**config.mk**
```make
export PLATFORM = sky130hd
export DESIGN_NAME = ifetch_prefetch
export DESIGN_NICKNAME = d
export VERILOG_FILES = /design/src/rtl/ifetch_prefetch.sv
export SDC_FILE = /design/constraint.sdc
export NUM_CORES = 1
export LEC_CHECK = 0
export BUFFER_PORTS_ARGS = -buffer_cell sky130_fd_sc_hd__buf_4
export CAP_MARGIN = 20
export CORE_ASPECT_RATIO = 0.6
export CORE_MARGIN = 4
export CORE_UTILIZATION = 50
export CTS_CLUSTER_SIZE = 8
export DETAILED_ROUTE_END_ITERATION = 7
export PLACE_DENSITY_LB_ADDON = 0.25
export SYNTH_ARGS = -nofsm -noshare
export SYNTH_HDL_FRONTEND = slang
export SYNTH_SLANG_ARGS = --single-unit
```
**constraint.sdc**
```tcl
create_clock -name clk -period 4.8 [get_ports clk]
set_clock_uncertainty 0.2 [all_clocks]
set_input_delay 0.96 -clock clk [delete_from_list [all_inputs] [get_ports clk]]
set_output_delay 0.96 -clock clk [all_outputs]
set_load 0.01 [all_outputs]
```
**src/rtl/ifetch_prefetch.sv**
```systemverilog
// ============================================================================
// Module  : ifetch_prefetch
// Brief   : Instruction prefetch stage. It fetches sequential words over a
//           single-outstanding req/ack handshake, buffers {pc,instr} in a
//           DEPTH-entry FIFO, and flushes and restarts on a redirect.
//           Optional macro IFETCH_BYPASS_EN: when the FIFO is empty, an ack
//           word goes straight to decode in the cycle it arrives.
// Revision: 1.0  initial release
// ============================================================================
`default_nettype none

module ifetch_prefetch #(
  parameter int          DEPTH    = 4,
  parameter logic [31:0] RESET_PC = 32'h0000_0000
) (
  input  logic        clk,
  input  logic        rst_n,
  input  logic        i_redirect_valid,
  input  logic [31:0] i_redirect_pc,
  output logic        o_mem_req,
  output logic [31:0] o_mem_addr,
  input  logic        i_mem_ack,
  input  logic [31:0] i_mem_rdata,
  output logic        o_inst_valid,
  input  logic        i_inst_ready,
  output logic [31:0] o_inst_data,
  output logic [31:0] o_inst_pc
);

  localparam int AW = (DEPTH > 1) ? $clog2(DEPTH) : 1;
  localparam logic [AW:0] c_FULL_CNT = (AW+1)'(DEPTH);

  typedef enum logic [0:0] {
    ST_RUN   = 1'b0,
    ST_DRAIN = 1'b1
  } state_t;

  state_t        r_state;
  state_t        w_state_nxt;
  logic [31:0]   r_fetch_pc;
  logic [31:0]   w_fetch_pc_nxt;
  logic [31:0]   r_tgt_q;
  logic [31:0]   w_tgt_nxt;
  logic [31:0]   r_pc_mem   [DEPTH];
  logic [31:0]   r_data_mem [DEPTH];
  logic [AW-1:0] r_wr_ptr;
  logic [AW-1:0] r_rd_ptr;
  logic [AW:0]   r_count;

  logic        w_empty;
  logic        w_full;
  logic        w_req;
  logic        w_valid;
  logic        w_push;
  logic        w_pop;
  logic        w_flush;
  logic        w_bypass;
  logic [31:0] w_redir_pc;
  logic        w_unused;

  assign w_empty    = (r_count == '0);
  assign w_full     = (r_count == c_FULL_CNT);
  assign w_redir_pc = {i_redirect_pc[31:2], 2'b00};
  assign w_unused   = ^i_redirect_pc[1:0];

  always_ff @(posedge clk or negedge rst_n) begin
    if (!rst_n) begin
      r_state    <= ST_RUN;
      r_fetch_pc <= RESET_PC;
      r_tgt_q    <= 32'h0;
    end else begin
      r_state    <= w_state_nxt;
      r_fetch_pc <= w_fetch_pc_nxt;
      r_tgt_q    <= w_tgt_nxt;
    end
  end

  // rst_n gates the request so it drops the instant reset asserts mid-request
  always_comb begin
    w_state_nxt    = r_state;
    w_fetch_pc_nxt = r_fetch_pc;
    w_tgt_nxt      = r_tgt_q;
    w_req          = 1'b0;
    w_valid        = 1'b0;
    w_push         = 1'b0;
    w_flush        = 1'b0;
    w_bypass       = 1'b0;
    case (r_state)
      ST_RUN: begin
        w_req = rst_n && !w_full;
        if (i_redirect_valid) begin
          w_flush = 1'b1;
          if (!w_req || i_mem_ack) begin
            w_fetch_pc_nxt = w_redir_pc;
          end else begin
            w_tgt_nxt   = w_redir_pc;
            w_state_nxt = ST_DRAIN;
          end
        end else begin
          w_valid = rst_n && !w_empty;
          if (w_req && i_mem_ack) begin
            w_push         = 1'b1;
            w_fetch_pc_nxt = r_fetch_pc + 32'd4;
`ifdef IFETCH_BYPASS_EN
            if (w_empty) begin
              w_bypass = 1'b1;
              w_valid  = 1'b1;
              w_push   = !i_inst_ready;
            end
`endif
          end
        end
      end
      ST_DRAIN: begin
        w_req = rst_n;
        if (i_redirect_valid) begin
          w_tgt_nxt = w_redir_pc;
        end
        // stale word is discarded; the most recent target wins
        if (i_mem_ack) begin
          w_fetch_pc_nxt = i_redirect_valid ? w_redir_pc : r_tgt_q;
          w_state_nxt    = ST_RUN;
        end
      end
      default: w_state_nxt = ST_RUN;
    endcase
  end

  assign w_pop = w_valid && i_inst_ready && !w_bypass;

  always_ff @(posedge clk or negedge rst_n) begin
    if (!rst_n) begin
      r_wr_ptr <= '0;
      r_rd_ptr <= '0;
      r_count  <= '0;
    end else if (w_flush) begin
      r_wr_ptr <= '0;
      r_rd_ptr <= '0;
      r_count  <= '0;
    end else begin
      if (w_push) begin
        r_wr_ptr <= r_wr_ptr + 1'b1;
      end
      if (w_pop) begin
        r_rd_ptr <= r_rd_ptr + 1'b1;
      end
      case ({w_push, w_pop})
        2'b10:   r_count <= r_count + 1'b1;
        2'b01:   r_count <= r_count - 1'b1;
        default: r_count <= r_count;
      endcase
    end
  end

  always_ff @(posedge clk) begin
    if (w_push) begin
      r_pc_mem[r_wr_ptr]   <= r_fetch_pc;
      r_data_mem[r_wr_ptr] <= i_mem_rdata;
    end
  end

  assign o_mem_req    = w_req;
  assign o_mem_addr   = r_fetch_pc;
  assign o_inst_valid = w_valid;
  assign o_inst_data  = w_bypass ? i_mem_rdata :
                        (w_empty ? 32'h0 : r_data_mem[r_rd_ptr]);
  assign o_inst_pc    = w_bypass ? r_fetch_pc :
                        (w_empty ? 32'h0 : r_pc_mem[r_rd_ptr]);

endmodule

`default_nettype wire

```
# After elaboration in Yosys (flattened, before gate mapping)
# Memories as Yosys holds them, arrays and structs flattened.
# Index checks and enable logic that the tools add are counted.
# W data, S select, Z words.
# classes
n_eq_ne	8
bitwise	1
mux	31
addsub	5
reduce_logical	14
# ops
operator	count
$mux W32	9
$pmux W32 S2	2
$add A32 B3 Y32 const B	1
$mux W1	12
$mux W2	4
$ne A2 B2 Y1 const B	3
$ne A3 B3 Y1 const B	2
$pmux W3 S2	1
$add A2 B1 Y2 const B	2
$logic_and A1 B1 Y1	4
$pmux W1 S2	2
$reduce_bool A2 Y1	2
$add A3 B1 Y3 const B	1
$eq A3 B3 Y1 const B	1
$logic_not A1 Y1	3
$logic_not A3 Y1	1
$mux W3	1
$reduce_and A3 Y1	1
$reduce_bool A3 Y1	1
$sub A3 B1 Y3 const B	1
$eq A2 B1 Y1 const B	1
$eq A2 B2 Y1 const B	1
$reduce_and A2 Y1	1
$logic_or A1 B1 Y1	1
$not A1 Y1	1
# word_totals
ff_bits	72
in_bits	69
mem_count	2
mem_bits_rw	256
output_inout_bits	98
wordCells	67
# memory_table
name	depth	word_bits	read_ports	rd_clocked_by_memory_dff	write_ports	line_no	text
r_data_mem	4	32	1	0	1	45	logic [31:0] r_data_mem [DEPTH];
r_pc_mem	4	32	1	0	1	44	logic [31:0] r_pc_mem [DEPTH];

# Depth between registers and ports, before layout
# Gate-level depths: netlist of run 1.
# depth
ltp_word	10
depth_mapped	9
depth_no_buf	8

# Least setup slack after synthesis of run 1
# OpenSTA, ideal clock, no wires.
# synth_timing
path_type	input to register
from	in i_redirect_valid
to	mem r_data_mem[0][0] (enable)
setup_time_ns	0.429
setup_slack_ns	0.951
required_time_ns	4.171
cell_stages	4
arrival_time_ns	3.220
n_path_buf	2
cell_sequence	clkbuf_8 > nor2_1 > clkbuf_1 > and3_1
# synth_between
elab_chain_len	4
# synth_lines
item	line_no	text
from (decl)	18	input logic i_redirect_valid,
$mux W1	91	if (i_redirect_valid) begin
$mux W1	88	case (r_state)
$mux W1	156	if (w_push) begin
$mux W1 (implied by the code)	158	r_data_mem[r_wr_ptr] <= i_mem_rdata;
to (decl)	45	
# Every way passes these cells.

# Final worst setup path of run 1
# layout_timing
from	reg r_rd_ptr[0]
to	out o_inst_pc[18]
# layout_between
elab_chain_len	2
# layout_lines
item	line_no	text
from (decl)	47	logic [AW-1:0] r_rd_ptr;
from (signal assigned)	145	r_rd_ptr <= r_rd_ptr + 1'b1;
$mem_v2 Z4 W32	-	
$mux W32	168	(w_empty ? 32'h0 : r_pc_mem[r_rd_ptr]);
to (decl)	27	output logic [31:0] o_inst_pc
# Every way passes these cells.

==> flow_metrics.env, run 1 <==
export IMPL_status="complete, no violations"
export IMPL_cts_tree="built"
export IMPL_grt_first_pass_wirelength_um=48900
export IMPL_setup_viol=0
export IMPL_clock_root_buffer="clkbuf_16"
export IMPL_numCtsBuffers=46
export IMPL_dpl_hpwl_um=19600
export IMPL_final_cell_mix="edfxtp_1, buf_4, dfrtp_1"
export IMPL_start_util_pct=51.5
export IMPL_clockBufferDepth=3
export IMPL_wirelength_um=31300
export IMPL_cts_setup_buffers=0
export IMPL_cp_max_fo=34
export IMPL_ys_seq_area_share_pct=68.7
export IMPL_grt_pass1_vias=8189
export IMPL_max_stage_delay_ns=0.89
export IMPL_final_antenna_net_count=0
export IMPL_setup_tns_ns=0
export IMPL_use_met1_pct=31.3
export IMPL_cts_sinks=328
export IMPL_grt_start_max_net_pins=45
export IMPL_maxCapViolCount=0
export IMPL_syn_nets=896
export IMPL_start_kind="flip-flop"
export IMPL_synth_area_leaders="edfxtp_1, dfrtp_1, mux4_2, and2_1, mux2_2"
export IMPL_p_leak_nw=6.06
export IMPL_core_area_mm2=0.0268
export IMPL_use_met2_pct=30.8
export IMPL_diodes=0
export IMPL_crit_path_frequent_cell="buf_4"
export IMPL_htree_levels=2
export IMPL_vias=8076
export IMPL_total_power_mw=8.10
export IMPL_via_per_inst=5.77
export IMPL_fin_nets=1081
export IMPL_cpMaxStageDelayCell="dfrtp_4"
export IMPL_io_buffers=164
export IMPL_cts_resized=0
export IMPL_yosys_register_bits=328
export IMPL_synth_top_cell_area_share_pct=55.6
export IMPL_io_pins=167
export IMPL_die_height_um=137
export IMPL_reg2reg_setup_slack_ns=1.87
export IMPL_ys_types=67
export IMPL_synthArstFlopShare_pct=22.0
export IMPL_place_gp_congestion=0.822
export IMPL_whs_ns=0.126
export IMPL_drt_iter0_drc=653
export IMPL_die_w_um=223
export IMPL_ys_flop_type="edfxtp_1"
export IMPL_holdBufCountCts=0
export IMPL_rsz0062_at_grt="no"
export IMPL_drive_above_1_share_pct=34.2
export IMPL_clk_latency_ns=0.54
export IMPL_period_minus_slack_ns=3.83
export IMPL_fp_dieArea_mm2=0.0304
export IMPL_drtPass1Iterations=7
export IMPL_met3_usage_pct=5.70
export IMPL_grt_overflow=0
export IMPL_clk_pin_slew_ns=0.05
export IMPL_peakVddDrop_v=0.000219
export IMPL_worstPathArrival_ns=2.67
export IMPL_worstSetupEndpointType="primary output"
export IMPL_row_count=46
export IMPL_power_density_mw_per_mm2=482
export IMPL_tightestPinTransition_ns=1.06
export IMPL_slew_headroom_pct=29.0
export IMPL_cp_cell_sequence="buf_4 -> mux4_2 -> and2_1 -> buf_4"
export IMPL_area_growth_pct=21.7
export IMPL_crit_type="flip-flop to primary output"
export IMPL_synth_cells=821
export IMPL_synth_warnings=0
export IMPL_max_freq_mhz=261
export IMPL_hold_viol=0
export IMPL_synth_area_mm2=0.0138
export IMPL_syn_area_per_cell_um2=16.8
export IMPL_hold_class="input port to async pin"
export IMPL_final_period_utilization_pct=79.8
export IMPL_final_common_cell="edfxtp_1"
export IMPL_routedWlPerCell_um=22.4
export IMPL_required_ns=3.64
export IMPL_antenna_found_initial=0
export IMPL_drv_slew=0
export IMPL_synth_top_area_cell="edfxtp_1"
export IMPL_top_usage_layer="met1"
export IMPL_synth_edff_count=256
export IMPL_drc=0
export IMPL_track_usage_pct=20.9
==> critical path: cells and delay by family (launching register included) <==
kind	cells	cell delay, ns
flip-flops	1	0.89
multiplexers	1	0.53
buffers and inverters	2	0.51
AND/OR/NAND/NOR	1	0.19
==> where the power goes <==
part	internal [mW]	total (mW)	leakage, nW	switching (mW)
clock	1.82	2.95	0.632	1.12
sequential	3.35	3.69	3.21	0.334
combinational	0.743	1.47	2.21	0.726
total	5.91	8.10	6.06	2.18
==> cells in the mapped netlist, types with 5 or more instances <==
| cell type | n |
|---|---|
| a22oi_1 | 6 |
| nor2b_1 | 5 |
| nor4_1 | 6 |
| nand4_1 | 7 |
| o21ai_0 | 39 |
| a22o_1 | 7 |
| a221oi_1 | 5 |
| nor3_1 | 12 |
| nand3_1 | 11 |
| mux4_2 | 64 |
| clkbuf_1 | 21 |
| dfrtp_1 | 72 |
| edfxtp_1 | 256 |
| ha_1 | 5 |
| inv_1 | 6 |
| buf_2 | 17 |
| a31oi_1 | 8 |
| o2bb2ai_1 | 14 |
| and3_1 | 15 |
| nor2_1 | 28 |
| nand2_1 | 26 |
| buf_1 | 6 |
| and2_1 | 64 |
| a21oi_1 | 22 |
| mux2_2 | 31 |
==> metal layers <==
| layer | vias up | part of all wire [%] | wire, um |
|---|---|---|---|
| li1 | 3649 | - | - |
| met1 | 4101 | 45 | 14200 |
| met2 | 284 | 45 | 14100 |
| met3 | 42 | 7.8 | 2440 |
| met4 | 0 | 1.7 | 537 |
| met5 | - | 0 | 0 |
==> flip-flops by register name, summed over array words and instances (netlist names) <==
name	flops
r_pc_mem	128
r_tgt_q	32
r_data_mem	128
r_wr_ptr	2
r_rd_ptr	2
o_mem_addr	32
r_state	1
r_count	3
==> final timing paths <==
kind | cells past startpoint | end | from
worst max-delay path | 4 | o_inst_pc[18] | r_rd_ptr[0]
max in group asynchronous | 2 | o_mem_addr[6] | rst_n
worst max register to register | 9 | r_count[2] | r_count[1]
min in group clk | 1 | r_tgt_q[0] | r_tgt_q[0]
worst min-delay path | 1 | o_mem_addr[14] | rst_n
worst min register to register | 1 | r_tgt_q[0] | r_tgt_q[0]
==> area by class of cell <==
| cell class | instances | area (um^2) |
|---|---|---|
| Multi-Input combinational cell | 437 | 4070 |
| Fill cell | 1955 | 10000 |
| Tap cell | 360 | 450 |
| Sequential cell | 328 | 9490 |
| Timing Repair Buffer | 186 | 1450 |
| Clock buffer | 80 | 1300 |
| Clock inverter | 2 | 28.8 |
| Inverter | 7 | 26.3 |
==> through the flow <==
stage	setup slack (ns)	cells	instance area (um^2)	util, %
after floorplan	0.951	821	13800	-
after global placement	1.48	1318	15500	57.7
after detailed placement	1.46	1318	15500	57.7
after CTS	0.875	1400	16800	62.7
after global routing	0.776	1400	16800	62.7
final	0.971	1400	16800	62.7
==> cell families after synthesis <==
kind of cell / synth area share (%)
flip-flops: 68.7
XOR/XNOR: 0.254
AO/OA/AOI/OAI: 5.98
adder cells (fa/ha/maj): 0.598
multiplexers: 13.5
AND/OR/NAND/NOR: 8.97
buffers and inverters: 2.04
(Power assumes the default switching activity.)
==> run 2: changes to the inputs <==
==> constraint.sdc (replaced) <==
create_clock -name clk -period 3.3 [get_ports clk]
set_clock_uncertainty 0.2 [all_clocks]
set_input_delay 0.66 -clock clk [delete_from_list [all_inputs] [get_ports clk]]
set_output_delay 0.66 -clock clk [all_outputs]
set_load 0.01 [all_outputs]
==> run 2 against run 1 <==
Against the previous run:
- sequential power up 44%
- power is 44% higher
- wire length grew 2.3%
- sequential share of layout area decreased by 0.26 points
- the run now ends with design-rule violations left
- final cell count rose by 0.14%
- critical path type unchanged
- sequential cell count did not move
- via count increased by 2.0%
- final area grew 0.47%
- worst setup slack worse by 0.76 ns
==> flow_metrics.env, run 2 (synthesis results as in run 1) <==
export IMPL_status="finished with violations"
export IMPL_failed_checks="design-rule violations"
export IMPL_die_w_um=223
export IMPL_drtPass1Iterations=8
export IMPL_final_cell_mix="edfxtp_1, buf_4, dfrtp_1"
export IMPL_dp_cells=1324
export IMPL_maxCapViolCount=0
export IMPL_r2r_end="o_mem_addr[28]"
export IMPL_die_height_um=137
export IMPL_wirelength_um=32000
export IMPL_worstPathArrival_ns=2.23
export IMPL_final_period_utilization_pct=93.6
export IMPL_final_antenna_net_count=0
export IMPL_setup_viol=0
export IMPL_grt_overflow=0
export IMPL_track_usage_pct=21.2
export IMPL_final_core_util_pct=63.0
export IMPL_hold_viol=0
export IMPL_clk_latency_ns=0.54
export IMPL_clockBufferDepth=3
export IMPL_row_count=46
export IMPL_drt_iter0_drc=910
export IMPL_drc=5
export IMPL_reg_top3="r_data_mem (128), r_pc_mem (128)"
export IMPL_drive_above_1_share_pct=35.0
export IMPL_cts_sinks=328
export IMPL_clock_root_buffer="clkbuf_16"
export IMPL_final_common_cell="edfxtp_1"
export IMPL_clk_pin_slew_ns=0.05
export IMPL_vias=8235
export IMPL_htree_levels=2
export IMPL_rsz0062_at_grt="no"
export IMPL_area_growth_pct=22.2
export IMPL_crit_type="flip-flop to primary output"
export IMPL_timing_rr_start="o_mem_addr[2]"
export IMPL_reg2regPathDepth=6
export IMPL_startpoint="r_count[0]"
export IMPL_drv_slew=0
export IMPL_start_util_pct=51.5
export IMPL_p_leak_nw=6.09
export IMPL_dpl_hpwl_um=20200
export IMPL_layout_cells_non_filler=1402
export IMPL_fin_nets=1092
export IMPL_total_power_mw=11.7
export IMPL_start_kind="flip-flop"
export IMPL_worstSetupEndpointType="primary output"
export IMPL_grt_first_pass_wirelength_um=49100
export IMPL_cts_tree="built"
export IMPL_hold_class="input port to flip-flop"
export IMPL_slew_headroom_pct=49.2
export IMPL_antenna_found_initial=2
export IMPL_peakVddDrop_v=0.000366
export IMPL_setup_tns_ns=0
export IMPL_cp_endpoint="o_inst_data[21]"
export IMPL_io_buffers=164
export IMPL_core_area_mm2=0.0268
export IMPL_grt_pass1_vias=8072
export IMPL_tightestPinTransition_ns=0.763
export IMPL_routedWlPerCell_um=22.8
export IMPL_place_gp_congestion=0.806
export IMPL_required_ns=2.44
export IMPL_via_per_inst=5.87
export IMPL_period_minus_slack_ns=3.09
export IMPL_reg2reg_setup_slack_ns=0.65
export IMPL_numCtsBuffers=46
export IMPL_cp_max_fo=35
export IMPL_grt_start_max_net_pins=59
export IMPL_fp_dieArea_mm2=0.0304
export IMPL_max_freq_mhz=324
export IMPL_power_density_mw_per_mm2=691
export IMPL_io_pins=167
## run 2: worst max-delay path, stage by stage, from the launching register on
cell and delay [ns]:
dfrtp_1 0.46, or3_4 0.57, buf_4 0.30, and2_1 0.19, buf_4 0.15
## run 2: final cells by class
class                      count  area [um^2]
antenna                        3         7.51
clock buffer                  69         1240
clock inverter                 1         16.3
fill                        2014         9930
inverter                       7         26.3
multi-input combinational    437         4080
sequential                   328         9490
tap                          360          450
timing repair buffer         197         1580
## run 2: layer usage
metal,global-route usage (%),part of all wire (%),wire [um]
met5,0,0,0
met4,5.10,1.3,425
met3,5.04,7.7,2470
met2,30.2,45,14400
met1,33.2,46,14800
## run 2: worst min-delay path by stage
| stage | start | endpoint | slack [ns] | cells past startpoint |
|---|---|---|---|---|
| 2_1_floorplan | rst_n | o_mem_addr[0] | 0.16 | 0 |
| 3_3_place_gp | r_tgt_q[11] | r_tgt_q[11] | 0.29 | 1 |
| 3_5_place_dp | r_tgt_q[1] | r_tgt_q[1] | 0.29 | 1 |
| 4_1_cts | i_mem_rdata[20] | r_data_mem[0][20] | 0.10 | 1 |
| 5_1_grt | i_mem_rdata[20] | r_data_mem[3][20] | 0.11 | 1 |
| 6_report | i_mem_rdata[20] | r_data_mem[3][20] | 0.13 | 1 |
## run 2: through the flow
stage               hold slack [ns]  cell area [um^2]  setup slack [ns]
floorplan                     0.164             13800             0.461
global placement              0.285             15600             0.527
detailed placement            0.293             15600             0.496
CTS                           0.104             16900            0.0326
global route                  0.107             16900            0.0835
finish                        0.130             16900             0.213
## run 2: power by group
group          internal, mW  leakage, nW  switching [mW]  total [mW]
clock                  2.54        0.601            1.59        4.13
sequential             4.88         3.21           0.445        5.32
combinational          1.12         2.28            1.10        2.23
total                  8.54         6.09            3.14        11.7
## run 2: what timing repair did
action                     4_1_cts  5_1_grt
hold endpoints to repair         7        0
setup endpoints to repair       33        7
hold buffers                     1        0
gates resized for setup          1        0
buffers inserted                 0        4
==> run 3: changes to the inputs <==
--- a/config.mk
+++ b/config.mk
@@ -9,7 +9,7 @@
 export CAP_MARGIN = 20
 export CORE_ASPECT_RATIO = 0.6
 export CORE_MARGIN = 4
-export CORE_UTILIZATION = 50
+export CORE_UTILIZATION = 30
 export CTS_CLUSTER_SIZE = 8
 export DETAILED_ROUTE_END_ITERATION = 7
 export PLACE_DENSITY_LB_ADDON = 0.25
==> run 3 against run 2 <==
Against the previous run:
- the run now ends clean
- sequential share of layout area is 1.6 points lower
- die area increased by 63%
- global-route usage decreased by 6.9 points
- first-iteration DRC count is 49% lower
- critical path type unchanged
==> flow_metrics.env, run 3 (synthesis results as in run 1) <==
export IMPL_routedWlPerCell_um=21.1
export IMPL_p_leak_nw=6.16
export IMPL_maxCapViolCount=0
export IMPL_drt_iter0_drc=465
export IMPL_final_period_utilization_pct=94.4
export IMPL_period_minus_slack_ns=3.12
export IMPL_final_cell_mix="edfxtp_1, buf_4, dfrtp_1"
export IMPL_vias=8145
export IMPL_worstSetupEndpointType="primary output"
export IMPL_slew_headroom_pct=65.9
export IMPL_die_w_um=285
export IMPL_dpl_instance_area_mm2=0.0160
export IMPL_worstHoldEndpoint="r_data_mem[3][29]"
export IMPL_grt_start_max_net_pins=48
export IMPL_htree_levels=2
export IMPL_clk_latency_ns=0.56
export IMPL_drtPass1Iterations=5
export IMPL_setup_viol=0
export IMPL_track_usage_pct=14.3
export IMPL_core_area_mm2=0.0452
export IMPL_min_path_cells=1
export IMPL_io_pins=167
export IMPL_die_height_um=174
export IMPL_hold_class="input port to flip-flop"
export IMPL_dp_slack_ns=0.515
export IMPL_grt_first_pass_wirelength_um=54800
export IMPL_status="complete, no violations"
export IMPL_reg2reg_setup_slack_ns=0.74
export IMPL_startpoint="r_rd_ptr[1]"
export IMPL_peakVddDrop_v=0.000331
export IMPL_final_common_cell="edfxtp_1"
export IMPL_crit_buf_inv=2
export IMPL_io_buffers=164
export IMPL_drc=0
export IMPL_clock_root_buffer="clkbuf_16"
export IMPL_tightestPinTransition_ns=0.511
export IMPL_antenna_found_initial=2
export IMPL_final_antenna_net_count=0
export IMPL_dpl_hpwl_um=23500
export IMPL_hold_viol=0
export IMPL_setup_tns_ns=0
export IMPL_start_kind="flip-flop"
export IMPL_reg_top3="r_data_mem (128), r_pc_mem (128)"
export IMPL_power_density_mw_per_mm2=686
export IMPL_via_per_inst=4.85
export IMPL_drive_above_1_share_pct=35.2
export IMPL_cts_resized=0
export IMPL_whs_ns=0.0995
export IMPL_final_core_util_pct=38.5
export IMPL_rsz0062_at_grt="no"
export IMPL_cp_max_fo=32
export IMPL_worstPathArrival_ns=2.26
export IMPL_required_ns=2.44
export IMPL_cp_top_family="flip-flops"
export IMPL_cts_tree="built"
export IMPL_timing_rr_start="o_mem_addr[3]"
export IMPL_cts_sinks=328
export IMPL_clk_pin_slew_ns=0.06
export IMPL_stdcell_area_mm2=0.0174
export IMPL_reg2regPathDepth=6
export IMPL_area_growth_pct=25.9
export IMPL_place_gp_congestion=0.793
export IMPL_grt_pass1_vias=8688
export IMPL_cp_cell_sequence="buf_12 -> mux4_2 -> and2_1 -> buf_4"
export IMPL_grt_overflow=0
export IMPL_total_power_mw=11.9
export IMPL_numCtsBuffers=46
export IMPL_fp_dieArea_mm2=0.0497
export IMPL_cpMaxStageDelayCell="dfrtp_4"
export IMPL_r2r_end="o_mem_addr[26]"
export IMPL_dp_cells=1594
export IMPL_wirelength_um=35500
export IMPL_layout_cells_non_filler=1680
export IMPL_max_freq_mhz=321
export IMPL_clockBufferDepth=3
export IMPL_holdCritStartpoint="i_mem_rdata[29]"
export IMPL_fin_nets=1099
export IMPL_row_count=60
export IMPL_drv_slew=0
export IMPL_setup_ws_ns=0.184
export IMPL_max_stage_delay_ns=0.72
export IMPL_crit_type="flip-flop to primary output"
export IMPL_start_util_pct=30.6
run 3: cell count changes in the layout (fill, tap and decap cells not counted), sizes merged:
| cell | before | now |
|---|---|---|
| clkbuf | 69 | 81 |
| buf | 196 | 203 |
| diode | 3 | 1 |
| inv | 6 | 8 |
| clkinv | 2 | 1 |
run 3: final cells by class:
class / instances / area [um^2]
Timing Repair Buffer: 204 / 1680
Antenna cell: 1 / 2.50
Multi-Input combinational cell: 437 / 4080
Sequential cell: 328 / 9500
Fill cell: 4222 / 27800
Clock inverter: 2 / 28.8
Clock buffer: 81 / 1300
Inverter: 7 / 26.3
Tap cell: 620 / 776
run 3: worst max-delay path by stage:
stage / end / slack (ns) / cells past startpoint
final: o_inst_data[25] / 0.18 / 4
after CTS: o_inst_pc[27] / 0.11 / 4
after detailed placement: r_data_mem[2][8] / 0.51 / 5
after global routing: o_inst_pc[27] / 0.07 / 4
after floorplan: r_data_mem[0][0] / 0.46 / 4
after global placement: r_data_mem[2][20] / 0.51 / 5
run 3: repair_timing:
action / 4_1_cts / 5_1_grt
setup buffers: 1 / 0
setup endpoints to repair: 26 / 0
hold endpoints to repair: 51 / 0
hold buffers: 1 / 0
run 3: where the power goes:
group / switching [mW] / leakage, nW / internal [mW]
sequential: 0.426 / 3.21 / 4.87
clock: 1.70 / 0.634 / 2.66
combinational: 1.15 / 2.32 / 1.13
total: 3.28 / 6.16 / 8.66
run 3: routing by layer:
layer / global-route usage (%) / vias up / wire length [um]
met4: 3.20 / 2 / 491
met5: 0 / - / 20
met2: 21.5 / 187 / 15900
met1: 20.8 / 4227 / 17000
li1: - / 3690 / -
met3: 3.75 / 39 / 2090
